### src/rtl/rv_pkg.sv
// Shared pipeline definitions: datapath widths and the register-file write
// request payload used by writeback-side blocks.
package rv_pkg;

    localparam int unsigned XLEN   = 32;
    localparam int unsigned REG_AW = 5;
    localparam int unsigned NREG   = 2 ** REG_AW;

    // One register-file write: destination and value.
    typedef struct packed {
        logic [REG_AW-1:0] rd;
        logic [XLEN-1:0]   data;
    } wr_req_t;

endpackage

### src/rtl/md_result_fifo.sv
// Small FIFO holding mul/div results until they win the register-file port.
// Ports:
//   clk, rst       clock, synchronous active-low reset
//   i_push/i_data  enqueue a result (ignored when full)
//   i_pop          dequeue the head (ignored when empty)
//   o_head         current head entry (valid while o_count != 0)
//   o_count        registered occupancy
module md_result_fifo
    import rv_pkg::*;
#(
    parameter  int unsigned BUF_DEPTH = 2,
    localparam int unsigned CNT_W     = $clog2(BUF_DEPTH + 1)
) (
    input  logic             clk,
    input  logic             rst,
    input  logic             i_push,
    input  wr_req_t          i_data,
    input  logic             i_pop,
    output wr_req_t          o_head,
    output logic [CNT_W-1:0] o_count
);

    localparam int unsigned      PTR_W = (BUF_DEPTH > 1) ? $clog2(BUF_DEPTH) : 1;
    localparam logic [PTR_W-1:0] LAST  = PTR_W'(BUF_DEPTH - 1);

    wr_req_t          r_mem [BUF_DEPTH];
    logic [PTR_W-1:0] r_wr_ptr;
    logic [PTR_W-1:0] r_rd_ptr;
    logic [CNT_W-1:0] r_count;
    logic             w_push;
    logic             w_pop;

    assign w_push  = i_push && (r_count != CNT_W'(BUF_DEPTH));
    assign w_pop   = i_pop && (r_count != '0);
    assign o_head  = r_mem[r_rd_ptr];
    assign o_count = r_count;

    // Pointers and occupancy.
    always_ff @(posedge clk) begin
        if (!rst) begin
            r_wr_ptr <= '0;
            r_rd_ptr <= '0;
            r_count  <= '0;
        end else begin
            if (w_push) begin
                r_wr_ptr <= (r_wr_ptr == LAST) ? '0 : r_wr_ptr + PTR_W'(1);
            end
            if (w_pop) begin
                r_rd_ptr <= (r_rd_ptr == LAST) ? '0 : r_rd_ptr + PTR_W'(1);
            end
            case ({w_push, w_pop})
                2'b10:   r_count <= r_count + CNT_W'(1);
                2'b01:   r_count <= r_count - CNT_W'(1);
                default: r_count <= r_count;
            endcase
        end
    end

    // Storage needs no reset; occupancy gates every read.
    always_ff @(posedge clk) begin
        if (w_push) begin
            r_mem[r_wr_ptr] <= i_data;
        end
    end

endmodule

### src/rtl/regfile_write_scheduler.sv
// Shares the register-file write port between writeback and the mul/div unit.
// Buffers mul/div results, arbitrates with bounded starvation of the buffer,
// and keeps a pending-destination scoreboard that drives the decode stall.
// Ports:
//   clk, rst                     clock, synchronous active-low reset
//   wb_valid/wb_rd/wb_data       writeback request; wb_hold = not accepted
//   md_issue/md_issue_rd         mul/div issue marks destination pending
//   md_valid/md_rd/md_data       mul/div result; md_ready = buffer has room
//   dec_rs1/dec_rs2/dec_rd       decode operands; dec_stall on pending regs
//   rf_we/rf_rd/rf_data          registered register-file write
//   sb_busy                      scoreboard, bit i = xi pending
// XLEN/REG_AW must match rv_pkg, whose request struct the buffer stores.
module regfile_write_scheduler #(
    parameter int unsigned XLEN       = rv_pkg::XLEN,
    parameter int unsigned REG_AW     = rv_pkg::REG_AW,
    parameter int unsigned BUF_DEPTH  = 2,
    parameter int unsigned STARVE_MAX = 4
) (
    input  logic                 clk,
    input  logic                 rst,
    input  logic                 wb_valid,
    input  logic [REG_AW-1:0]    wb_rd,
    input  logic [XLEN-1:0]      wb_data,
    output logic                 wb_hold,
    input  logic                 md_issue,
    input  logic [REG_AW-1:0]    md_issue_rd,
    input  logic                 md_valid,
    input  logic [REG_AW-1:0]    md_rd,
    input  logic [XLEN-1:0]      md_data,
    output logic                 md_ready,
    input  logic [REG_AW-1:0]    dec_rs1,
    input  logic [REG_AW-1:0]    dec_rs2,
    input  logic [REG_AW-1:0]    dec_rd,
    output logic                 dec_stall,
    output logic                 rf_we,
    output logic [REG_AW-1:0]    rf_rd,
    output logic [XLEN-1:0]      rf_data,
    output logic [2**REG_AW-1:0] sb_busy
);

    localparam int unsigned NREG  = 2 ** REG_AW;
    localparam int unsigned CNT_W = $clog2(BUF_DEPTH + 1);
    localparam int unsigned ST_W  = $clog2(STARVE_MAX + 1);

    rv_pkg::wr_req_t   w_md_req;
    rv_pkg::wr_req_t   w_head;
    logic [CNT_W-1:0]  w_count;
    logic              w_push;
    logic              w_nonempty;
    logic              w_force;
    logic              w_wb_win;
    logic              w_buf_win;

    logic [ST_W-1:0]   r_starve;
    logic [ST_W-1:0]   w_starve_nxt;
    logic [NREG-1:0]   r_busy;
    logic [NREG-1:0]   w_busy_nxt;
    logic              r_rf_we;
    logic [REG_AW-1:0] r_rf_rd;
    logic [XLEN-1:0]   r_rf_data;
    logic              w_rf_we_nxt;
    logic [REG_AW-1:0] w_rf_rd_nxt;
    logic [XLEN-1:0]   w_rf_data_nxt;

    assign w_md_req = '{rd: md_rd, data: md_data};

    md_result_fifo #(
        .BUF_DEPTH (BUF_DEPTH)
    ) u_fifo (
        .clk     (clk),
        .rst     (rst),
        .i_push  (w_push),
        .i_data  (w_md_req),
        .i_pop   (w_buf_win),
        .o_head  (w_head),
        .o_count (w_count)
    );

    // Room is judged on the registered count only: no push into a full
    // buffer even when the head leaves on the same edge.
    assign md_ready   = rst && (w_count < CNT_W'(BUF_DEPTH));
    assign w_push     = md_valid && md_ready;
    assign w_nonempty = (w_count != '0);

    // Buffer head is forced through once it has lost STARVE_MAX times.
    assign w_force   = w_nonempty && (r_starve == ST_W'(STARVE_MAX));
    assign w_wb_win  = wb_valid && !w_force;
    assign w_buf_win = w_nonempty && !w_wb_win;
    assign wb_hold   = rst && wb_valid && w_force;

    assign dec_stall = rst && (r_busy[dec_rs1] | r_busy[dec_rs2] | r_busy[dec_rd]);

    assign rf_we   = r_rf_we;
    assign rf_rd   = r_rf_rd;
    assign rf_data = r_rf_data;
    assign sb_busy = r_busy;

    // Next-state: starvation counter, scoreboard, register-file write.
    always_comb begin
        w_starve_nxt  = r_starve;
        w_busy_nxt    = r_busy;
        w_rf_we_nxt   = 1'b0;
        w_rf_rd_nxt   = r_rf_rd;
        w_rf_data_nxt = r_rf_data;

        if (!w_nonempty || w_buf_win) begin
            w_starve_nxt = '0;
        end else if (r_starve != ST_W'(STARVE_MAX)) begin
            w_starve_nxt = r_starve + ST_W'(1);
        end

        // Clear first so a same-edge issue to the popped register wins.
        if (w_buf_win) begin
            w_busy_nxt[w_head.rd] = 1'b0;
        end
        if (md_issue) begin
            w_busy_nxt[md_issue_rd] = 1'b1;
        end
        w_busy_nxt[0] = 1'b0;

        // x0 writes are consumed but never reach the register file.
        if (w_wb_win) begin
            w_rf_we_nxt   = (wb_rd != '0);
            w_rf_rd_nxt   = wb_rd;
            w_rf_data_nxt = wb_data;
        end else if (w_buf_win) begin
            w_rf_we_nxt   = (w_head.rd != '0);
            w_rf_rd_nxt   = w_head.rd;
            w_rf_data_nxt = w_head.data;
        end
    end

    always_ff @(posedge clk) begin
        if (!rst) begin
            r_starve  <= '0;
            r_busy    <= '0;
            r_rf_we   <= 1'b0;
            r_rf_rd   <= '0;
            r_rf_data <= '0;
        end else begin
            r_starve  <= w_starve_nxt;
            r_busy    <= w_busy_nxt;
            r_rf_we   <= w_rf_we_nxt;
            r_rf_rd   <= w_rf_rd_nxt;
            r_rf_data <= w_rf_data_nxt;
        end
    end

endmodule

### config.mk
export PLATFORM = sky130hd
export DESIGN_NAME = regfile_write_scheduler
export DESIGN_NICKNAME = d
export VERILOG_FILES = /design/src/rtl/rv_pkg.sv /design/src/rtl/md_result_fifo.sv /design/src/rtl/regfile_write_scheduler.sv
export SDC_FILE = /design/constraint.sdc
export NUM_CORES = 1
export LEC_CHECK = 0
export CAP_MARGIN = 20
export CORE_UTILIZATION = 49
export CTS_CLUSTER_DIAMETER = 30
export DETAILED_ROUTE_END_ITERATION = 6
export PLACE_DENSITY = 0.8
export SLEW_MARGIN = 5
export SYNTH_ARGS = -nofsm -noshare
export SYNTH_HDL_FRONTEND = slang
export SYNTH_HIERARCHICAL = 1
export SYNTH_SLANG_ARGS = --single-unit
### constraint.sdc
create_clock -name clk -period 3.7 [get_ports clk]
set_input_delay 0.74 -clock clk [delete_from_list [all_inputs] [get_ports clk]]
set_output_delay 0.74 -clock clk [all_outputs]
set_load 0.01 [all_outputs]
; Yosys cells after proc, flatten, opt, wreduce, memory -nomap -nowiden
; Memories as Yosys holds them, arrays and structs flattened. A register that Yosys moved wholly into a read port is not among the register bits.
; Cells that the tools add are included.
[totals]
register_bits = 77
latchBits = 0
ramBits = 74
mem_bits_ro = 0
input_bits = 99
output_inout_bits = 73
word_cells = 81
memories = 1
[op_classes]
n_addsub = 5
n_mul = 0
div = 0
n_lt_le_gt_ge = 8
eq_ne = 5
shift = 0
mux = 25
bitwise_logic = 6
n_reduce_logical = 22
[memory_table]
columns = name, depth, word_bits, read_ports, rd_ports_with_merged_regs, wr, line_no
row1 = u_fifo.r_mem, 2, 37, 1, 1, 1, md_result_fifo.sv:26  ; wr_req_t r_mem [BUF_DEPTH];
[ops]
columns = operator, count
row1 = 32-bit 2-to-1 mux, 4
row2 = 32-bit AND, 1
row3 = 32-bit inverter, 1
row4 = 32-bit bitwise OR, 1
row5 = "5-bit by 6-bit less-than comparator with 1-bit output, second input constant", 5
row6 = 1-bit binary-select mux with 5-bit select, 3
row7 = 1-bit 2-to-1 mux, 13
row8 = 1-bit logical AND, 12
row9 = 1-bit demux with 5-bit select, 2
row10 = "5-bit by 1-bit greater-or-equal comparator with 1-bit output, second input constant", 2
row11 = 5-bit 2-to-1 mux, 2
row12 = 5-bit nonzero test, 2
row13 = 2-bit nonzero test, 3
row14 = 2-bit case mux with 2 select lines, 1
row15 = "3-bit by 1-bit adder with 3-bit output, second input constant", 1
row16 = "3-bit equality test, second input constant", 1
row17 = 1-bit zero test, 3
row18 = "3-bit inequality test, second input constant", 1
row19 = "1-bit adder, second input constant", 2
row20 = "2-bit by 1-bit adder with 2-bit output, second input constant", 1
row21 = "2-bit by 1-bit equality test with 1-bit output, second input constant", 1
row22 = "2-bit equality test, second input constant", 1
row23 = "2-bit less-than comparator, second input constant", 1
row24 = "2-bit inequality test, second input constant", 1
row25 = other kinds (5), 6

; Longest topological paths before layout
; Gate-level depths: netlist of the first run.
[depth]
word_depth = 9
depth_mapped = 10
mapped_depth_nobuf = 9

; Hierarchy
; Netlist of the first run, hierarchy kept.
[by_module_without_submodules]
columns = module, instances, cells_each, area_each_um2
row1 = regfile_write_scheduler, 1, 474, 3930.0
row2 = md_result_fifo, 1, 139, 2892.8

; Worst setup path after synthesis of the first run
; No wires, ideal clock.
[synth_timing]
kind = in2reg
start = in rst
end = mem u_fifo/r_mem[1][0] (netlist bit), enable pin
arrival_ns = 2.808
t_required_ns = 3.269
slack_ns = 0.461
cell_stages = 5
n_path_buf = 0
cell_sequence = inv_2 -> nor2_1 -> and2_1 -> nand2_1 -> nor2_1
[synth_via]
elab_chain_len = 5
[synth_rtl]
columns = element, line_no
row1 = from (decl), regfile_write_scheduler.sv:20  ; input logic rst,
row2 = 1-bit logical AND, regfile_write_scheduler.sv:81  ; assign md_ready = rst && (w_count < CNT_W'(BUF_DEPTH));
row3 = via md_ready, regfile_write_scheduler.sv:30  ; output logic md_ready,
row4 = 1-bit logical AND, regfile_write_scheduler.sv:82  ; assign w_push = md_valid && md_ready;
row5 = via w_push, regfile_write_scheduler.sv:48  ; logic w_push;
row6 = 1-bit logical AND, md_result_fifo.sv:33  ; assign w_push = i_push && (r_count != CNT_W'(BUF_DEPTH));
row7 = 1-bit 2-to-1 mux, md_result_fifo.sv:61  ; if (w_push) begin
row8 = 1-bit 2-to-1 mux (implied by the code), md_result_fifo.sv:62  ; r_mem[r_wr_ptr] <= i_data;
row9 = to (decl), md_result_fifo.sv:26
; The timed path passes the listed nets, and every way through them passes these cells.

; Final worst setup path of the first run
[layout_timing]
start = in dec_rd[1]
end = out dec_stall
[layout_via]
elab_chain_len = 4
[layout_rtl]
columns = element, line_no
row1 = from (decl), regfile_write_scheduler.sv:33  ; input logic [REG_AW-1:0] dec_rd,
row2 = 1-bit binary-select mux with 5-bit select, regfile_write_scheduler.sv:91  ; assign dec_stall = rst && (r_busy[dec_rs1] | r_busy[dec_rs2] | r_busy[dec_rd]);
row3 = 1-bit 2-to-1 mux (implied by the code), regfile_write_scheduler.sv:91
row4 = 1-bit bitwise OR, regfile_write_scheduler.sv:91
row5 = 1-bit logical AND, regfile_write_scheduler.sv:91
row6 = to (decl), regfile_write_scheduler.sv:34  ; output logic dec_stall,
; No other way between the ends. The select of a mux whose other input is x is not followed.

==> results.cfg, run 1 <==
[clock_network]
insertion_delay_ns = 0.41
clock-sinks = 151
path_clk_slew_ns = 0.06
htree_num_levels = 4
cts_made_buffers = 17
clk_path_buf_depth = 2
cts_root_buffer = clkbuf_16
cts_tree = yes

[place]
placed_cells = 944
gp_congestion = 0.9241
pre_cts_ws_ns = -0.3122
post-dp-hpwl_um = 13140
io_buffer_count = 170

[power_and_ir_drop]
comb_power_share_pct = 14.5
power.leakage_nw = 3.303
intPower_mw = 3.145
swShare_pct = 23.93
clockPowerShare_pct = 39.6
power_density_nw_per_um2 = 443.2
peakVddDrop_mv = 0.3142
pwr-share-seq_pct = 45.9
p_switching_uw = 989.3

[synth]
synth_ff_type = dfxtp_1
synth-edff-count = 74
ys_types = 53
synth_top_area_share_pct = 32.57
synth_area_per_cell_um2 = 11.13
async_reset_ff_share_pct = 0
synth_seq_area_share_pct = 55.16
syn_inst = 613
synth.most_common_cell = nand2_1
synth_area_leaders = edfxtp_1 33%, dfxtp_1 23%, nand2_1 6.0%, mux2_1 5.8%, mux4_2 4.3%
yosys_register_bits = 151
synth_top_area_cell = edfxtp_1
synth_common_cells = 109 x nand2_1, 77 x dfxtp_1, 74 x edfxtp_1
synth_fp_nets = 715
yosys_warnings = 6
netlist_area_um2 = 6823

[detailed_routing]
routedWlPerCell_um = 18.73
final_antenna_net_count = 0
drt_first_pass_iters = 5
drc = 0
viasPerCell = 5.767
via_count = 5634
first_iter_violations = 350
routed_wl_um = 18300

[outcome]
status = finished clean

[die]
die_area_um2 = 14400
initial_core_util_pct = 50.92
die_h_um = 120
die_width_um = 120
core_um2 = 13400
io_pins = 172
fp-row-count = 42

[global_routing]
grt_overflow = 0
grt_max_degree = 65
grt_pass1_vias = 5642
grt_pass1_wl_um = 28950
grtUsageTotal_pct = 26.12
antenna_found_initial = 0

[setup_path]
start_kind = input port
path_class = input port to primary output
required_ns = 2.96
ff2ff_path_depth = 9
r2r_start = r_starve[0]$_SDFFE_PP0P_
cp_max_fo = 10
cp_data_arrival_time_ns = 2.84
timing.rr.end = u_fifo/o_count[1]$_SDFFE_PN0P_
reg2reg_setup_slack_ns = 1.60
worstSetupEndpointType = primary output

[finish]
final_cells = 977
syn_to_final_growth_pct = 36.73
num_antenna_cells = 0
finish.utilization_pct = 69.62
nFillCells = 951
drive_above_1_share_pct = 10.99
final_nets = 890

[timing]
worstMarginPinSlew_ns = 1.033
whs_ns = 0.4624
fin_ws_ns = 0.1190
period_minus_slack_ns = 3.581
slew_headroom_pct = 30.99
fin_crit_sh_pct = 96.78
hold_viol = 0
setup_viol = 0
rsz0062_at_grt = false
drv_slew = 0
fin_tns_setup_ns = 0
max_freq_mhz = 279.3
skew_ns = 0.01171

[hold_path]
hold_start = r_starve[0]$_SDFFE_PP0P_
hold_class = register to register
hold_depth = 1
holdPathEnd = r_starve[0]$_SDFFE_PP0P_

[run]
max_cap_violations = 0
## cell families after synthesis
logic type | count (synthesis) | synth area share (%)
other cells | 1 | 0.05496
simple gates | 212 | 13.74
mux | 65 | 13.72
xor+xnor | 4 | 0.5134
flops | 151 | 55.16
compound gates | 127 | 12.47
fa+ha+maj | 3 | 0.5502
buf+inv | 50 | 3.796
## per-stage QoR
step / power, mW / instance area (µm²)
final: 4.134 / 9329
after global routing: 4.275 / 9329
after CTS: 4.142 / 9299
after detailed placement: 2.520 / 8725
after global placement: 2.498 / 8725
after floorplan: 2.207 / 6823
## worst max-delay path: stages
cell,delay [ns]
clkdlybuf4s50_1,0.48
buf_4,0.20
nor2b_1,0.19
a221oi_2,0.09
a2111oi_2,0.38
buf_4,0.17
a2111oi_2,0.04
a41oi_1,0.27
clkdlybuf4s15_1,0.28
## worst max-delay path by stage
stage | startpoint | slack (ns) | end
after floorplan | rst | 0.46 | u_fifo/r_mem[1][0]$_DFFE_PP_
after global placement | dec_rs2[0] | -0.30 | dec_stall
after detailed placement | dec_rs2[0] | -0.31 | dec_stall
after CTS | dec_rd[1] | 0.02 | dec_stall
after global routing | dec_rd[0] | 0.03 | dec_stall
final | dec_rd[1] | 0.12 | dec_stall
## state kept, by name, summed over array words and instances (netlist names), named ones only
name	count
rf_we	1
u_fifo/r_rd_ptr	1
sb_busy	31
rf_rd	5
r_starve	3
u_fifo/o_count	2
u_fifo/r_wr_ptr	1
rf_data	32
u_fifo/r_mem	74
## area by class of cell
cell class                 count  area (µm²)  area share (%)
sequential                   151        3765           40.36
multi-input combinational    412        2830           30.34
timing repair buffer         196        1911           20.48
clock buffer                  19       432.9           4.641
tap                          176       220.2           2.361
clock inverter                13       132.6           1.422
inverter                      10       37.54          0.4024
## routing by layer
metal	track usage [%]	vias to the layer above	wire [µm]	part of all wire, %
met5	0	-	0	0
met4	8.906	0	410	2.2
met3	8.127	38	1618	8.8
met2	43.61	304	8832	48
met1	31.86	2677	7434	41
li1	-	2615	-	-
## power groups by stage
stage / Clock (mW) / Sequential (mW) / Combinational (mW)
floorplan: 0 / 1.95 / 0.261
global placement: 0 / 1.93 / 0.570
detailed placement: 0 / 1.93 / 0.588
CTS: 1.65 / 1.90 / 0.593
global route: 1.72 / 1.91 / 0.645
finish: 1.64 / 1.90 / 0.598
## repair_timing
action,CTS,global route
resized for setup,5,3
hold buffers,0,0
setup endpoints to repair,1,1
setup buffers,0,0
pin swaps,0,0
cloned,0,0
hold endpoints to repair,0,0
## placed cells by master, fill, tap and decap left out, types with 25 or more instances in the layout
| cell | netlist | layout |
|---|---|---|
| dfxtp_1 | 77 | 76 |
| clkdlybuf4s50_1 | 0 | 167 |
| a21oi_1 | 33 | 33 |
| nor2_1 | 55 | 54 |
| buf_4 | 6 | 25 |
| o21ai_0 | 32 | 32 |
| nand2_1 | 109 | 109 |
| a311oi_1 | 33 | 33 |
| edfxtp_1 | 74 | 74 |
| mux2_1 | 35 | 35 |
Note: power is estimated with default switching activity, not from simulation.
==> run 2, diff against run 1 <==
--- a/config.mk
+++ b/config.mk
@@ -6,10 +6,11 @@
 export NUM_CORES = 1
 export LEC_CHECK = 0
 export CAP_MARGIN = 20
-export CORE_UTILIZATION = 49
+export CORE_UTILIZATION = 51
+export CTS_BUF_LIST = sky130_fd_sc_hd__clkbuf_8
 export CTS_CLUSTER_DIAMETER = 30
 export DETAILED_ROUTE_END_ITERATION = 6
-export PLACE_DENSITY = 0.8
+export PLACE_DENSITY = 0.83
 export SLEW_MARGIN = 5
 export SYNTH_ARGS = -nofsm -noshare
 export SYNTH_HDL_FRONTEND = slang
==> results.cfg, run 2 (same netlist as run 1, synthesis figures left out) <==
[outcome]
status = finished clean

[die]
fp-row-count = 41
die_h_um = 117.7
io_pins = 172
die_area_um2 = 13850
die_width_um = 117.7
core_um2 = 12820
initial_core_util_pct = 53.20

[global_routing]
grt_pass1_vias = 5759
grt_pass1_wl_um = 30420
grt_max_degree = 65
grt_overflow = 0
antenna_found_initial = 0
grtUsageTotal_pct = 28.25

[finish]
top_register = u_fifo/r_mem
multi_input_area_um2 = 2859
final_cells = 972
final_cell_mix = 167 x clkdlybuf4s50_1, 109 x nand2_1, 76 x dfxtp_1, 74 x edfxtp_1, 54 x nor2_1
num_antenna_cells = 0
nFillCells = 899
final_nets = 889
syn_to_final_growth_pct = 34.95
seqCellArea_um2 = 3765
drive_above_1_share_pct = 11.38
largest_reg_flops = 74
final_common_cell = clkdlybuf4s50_1

[clock_network]
insertion_delay_ns = 0.43
clk_path_buf_depth = 2
htree_num_levels = 4
cts_made_buffers = 17
postCtsHoldBufs = 0
path_clk_slew_ns = 0.08
cts_tree = yes
clock-sinks = 151
cts_root_buffer = clkbuf_8
post-cts-setup-buffers = 0

[timing]
period_minus_slack_ns = 3.633
drv_slew = 0
fin_ws_ns = 0.06698
skew_ns = 0.01340
slew_headroom_pct = 30.58
max_freq_mhz = 275.3
worstMarginPinSlew_ns = 1.039
fin_crit_sh_pct = 98.19
setup_viol = 0
hold_viol = 0

[detailed_routing]
first_iter_violations = 323
via_count = 5735
drt_first_pass_iters = 5
routedWlPerCell_um = 19.80
final_antenna_net_count = 0
drc = 0
routed_wl_um = 19240
viasPerCell = 5.900

[power_and_ir_drop]
swShare_pct = 25.46
pwr-share-seq_pct = 50.0
intPower_mw = 2.827
power_density_nw_per_um2 = 412.0
p_switching_uw = 965.7
clockPowerShare_pct = 34.0
comb_power_share_pct = 16.0
peakVddDrop_mv = 0.3282
finalPower_mw = 3.793
power.leakage_nw = 3.250

[setup_path]
cp_slowest_cell = clkdlybuf4s50_1
cp_data_arrival_time_ns = 2.89
path_common_cell = buf_4
crit_buf_inv = 4
required_ns = 2.96
cp_slowest_stage_delay_ns = 0.48
crit_family = buffers and inverters
start_kind = input port
crit_chain = clkdlybuf4s50_1, buf_4, nor2b_1, a221oi_2, a2111oi_2, buf_4, a2111oi_4, a41oi_1, dlygate4sd2_1
cp_max_fo = 10
worstSetupEndpointType = primary output
path_class = input port to primary output

[hold_path]
hold_class = register to register

[place]
post-dp-hpwl_um = 13670
pre_cts_ws_ns = -0.3731
io_buffer_count = 170
placed_cells = 939
gp_congestion = 0.8712

[run]
max_cap_violations = 0
-- run 2: changes by cell type in the layout (fill, tap and decap cells not counted), sizes merged --
| cell | previous run | this run |
|---|---|---|
| bufinv | 2 | 3 |
| buf | 26 | 25 |
| clkdlybuf4s15 | 1 | 0 |
| inv | 10 | 13 |
| clkbuf | 19 | 17 |
| clkinv | 9 | 7 |
| dlymetal6s2s | 1 | 2 |
-- run 2: repair_timing --
| item | 4_1_cts | 5_1_grt |
|---|---|---|
| pin swaps | 1 | 0 |
| endpoints found under the setup margin | 1 | 1 |
| endpoints found under the hold margin | 0 | 0 |
| resized for setup | 5 | 8 |
-- run 2: power by group through the flow --
stage / registers, mW / logic [mW] / clock network (mW)
floorplan: 1.95 / 0.261 / 0
global placement: 1.93 / 0.571 / 0
detailed placement: 1.93 / 0.590 / 0
CTS: 1.90 / 0.598 / 1.30
global route: 1.91 / 0.652 / 1.37
finish: 1.90 / 0.608 / 1.29
-- run 2: layer usage --
layer  vias up  track usage, %  routed length, µm
met4         0           10.74                442
met2       301           46.84               9404
met1      2780           34.93               7718
li1       2618               -                  -
met3        36           7.946               1678
met5         -               0                  0
-- run 2: layout make-up --
type                    instances  area share [%]
inverters                      10          0.4077
multi-input cells             412           31.05
clock buffers                  17           2.541
flip-flops and latches        151           40.89
repair buffers                195           20.83
well taps                     172           2.337
clock inverters                15           1.943
-- run 2: per-stage QoR --
stage               setup TNS, ns  instance area (µm²)  hold slack [ns]  util (%)
global route             -0.05331                 9208           0.4973     71.80
floorplan                       0                 6823           0.4173         -
finish                          0                 9208           0.4553     71.80
detailed placement        -0.3731                 8725           0.4426     68.03
global placement          -0.4067                 8725           0.4240     68.03
CTS                             0                 9150           0.4635     71.35
-- run 2: final timing paths --
check | start | to | slack [ns] | cells after the start
setup / recovery | dec_rd[1] | dec_stall | 0.07 | 9
hold / removal | r_starve[0]$_SDFFE_PP0P_ | r_starve[0]$_SDFFE_PP0P_ | 0.46 | 1
setup reg to reg | register | sb_busy[10]$_SDFF_PN0_ | 1.37 | 4
hold reg to reg | r_starve[0]$_SDFFE_PP0P_ | r_starve[0]$_SDFFE_PP0P_ | 0.46 | 1
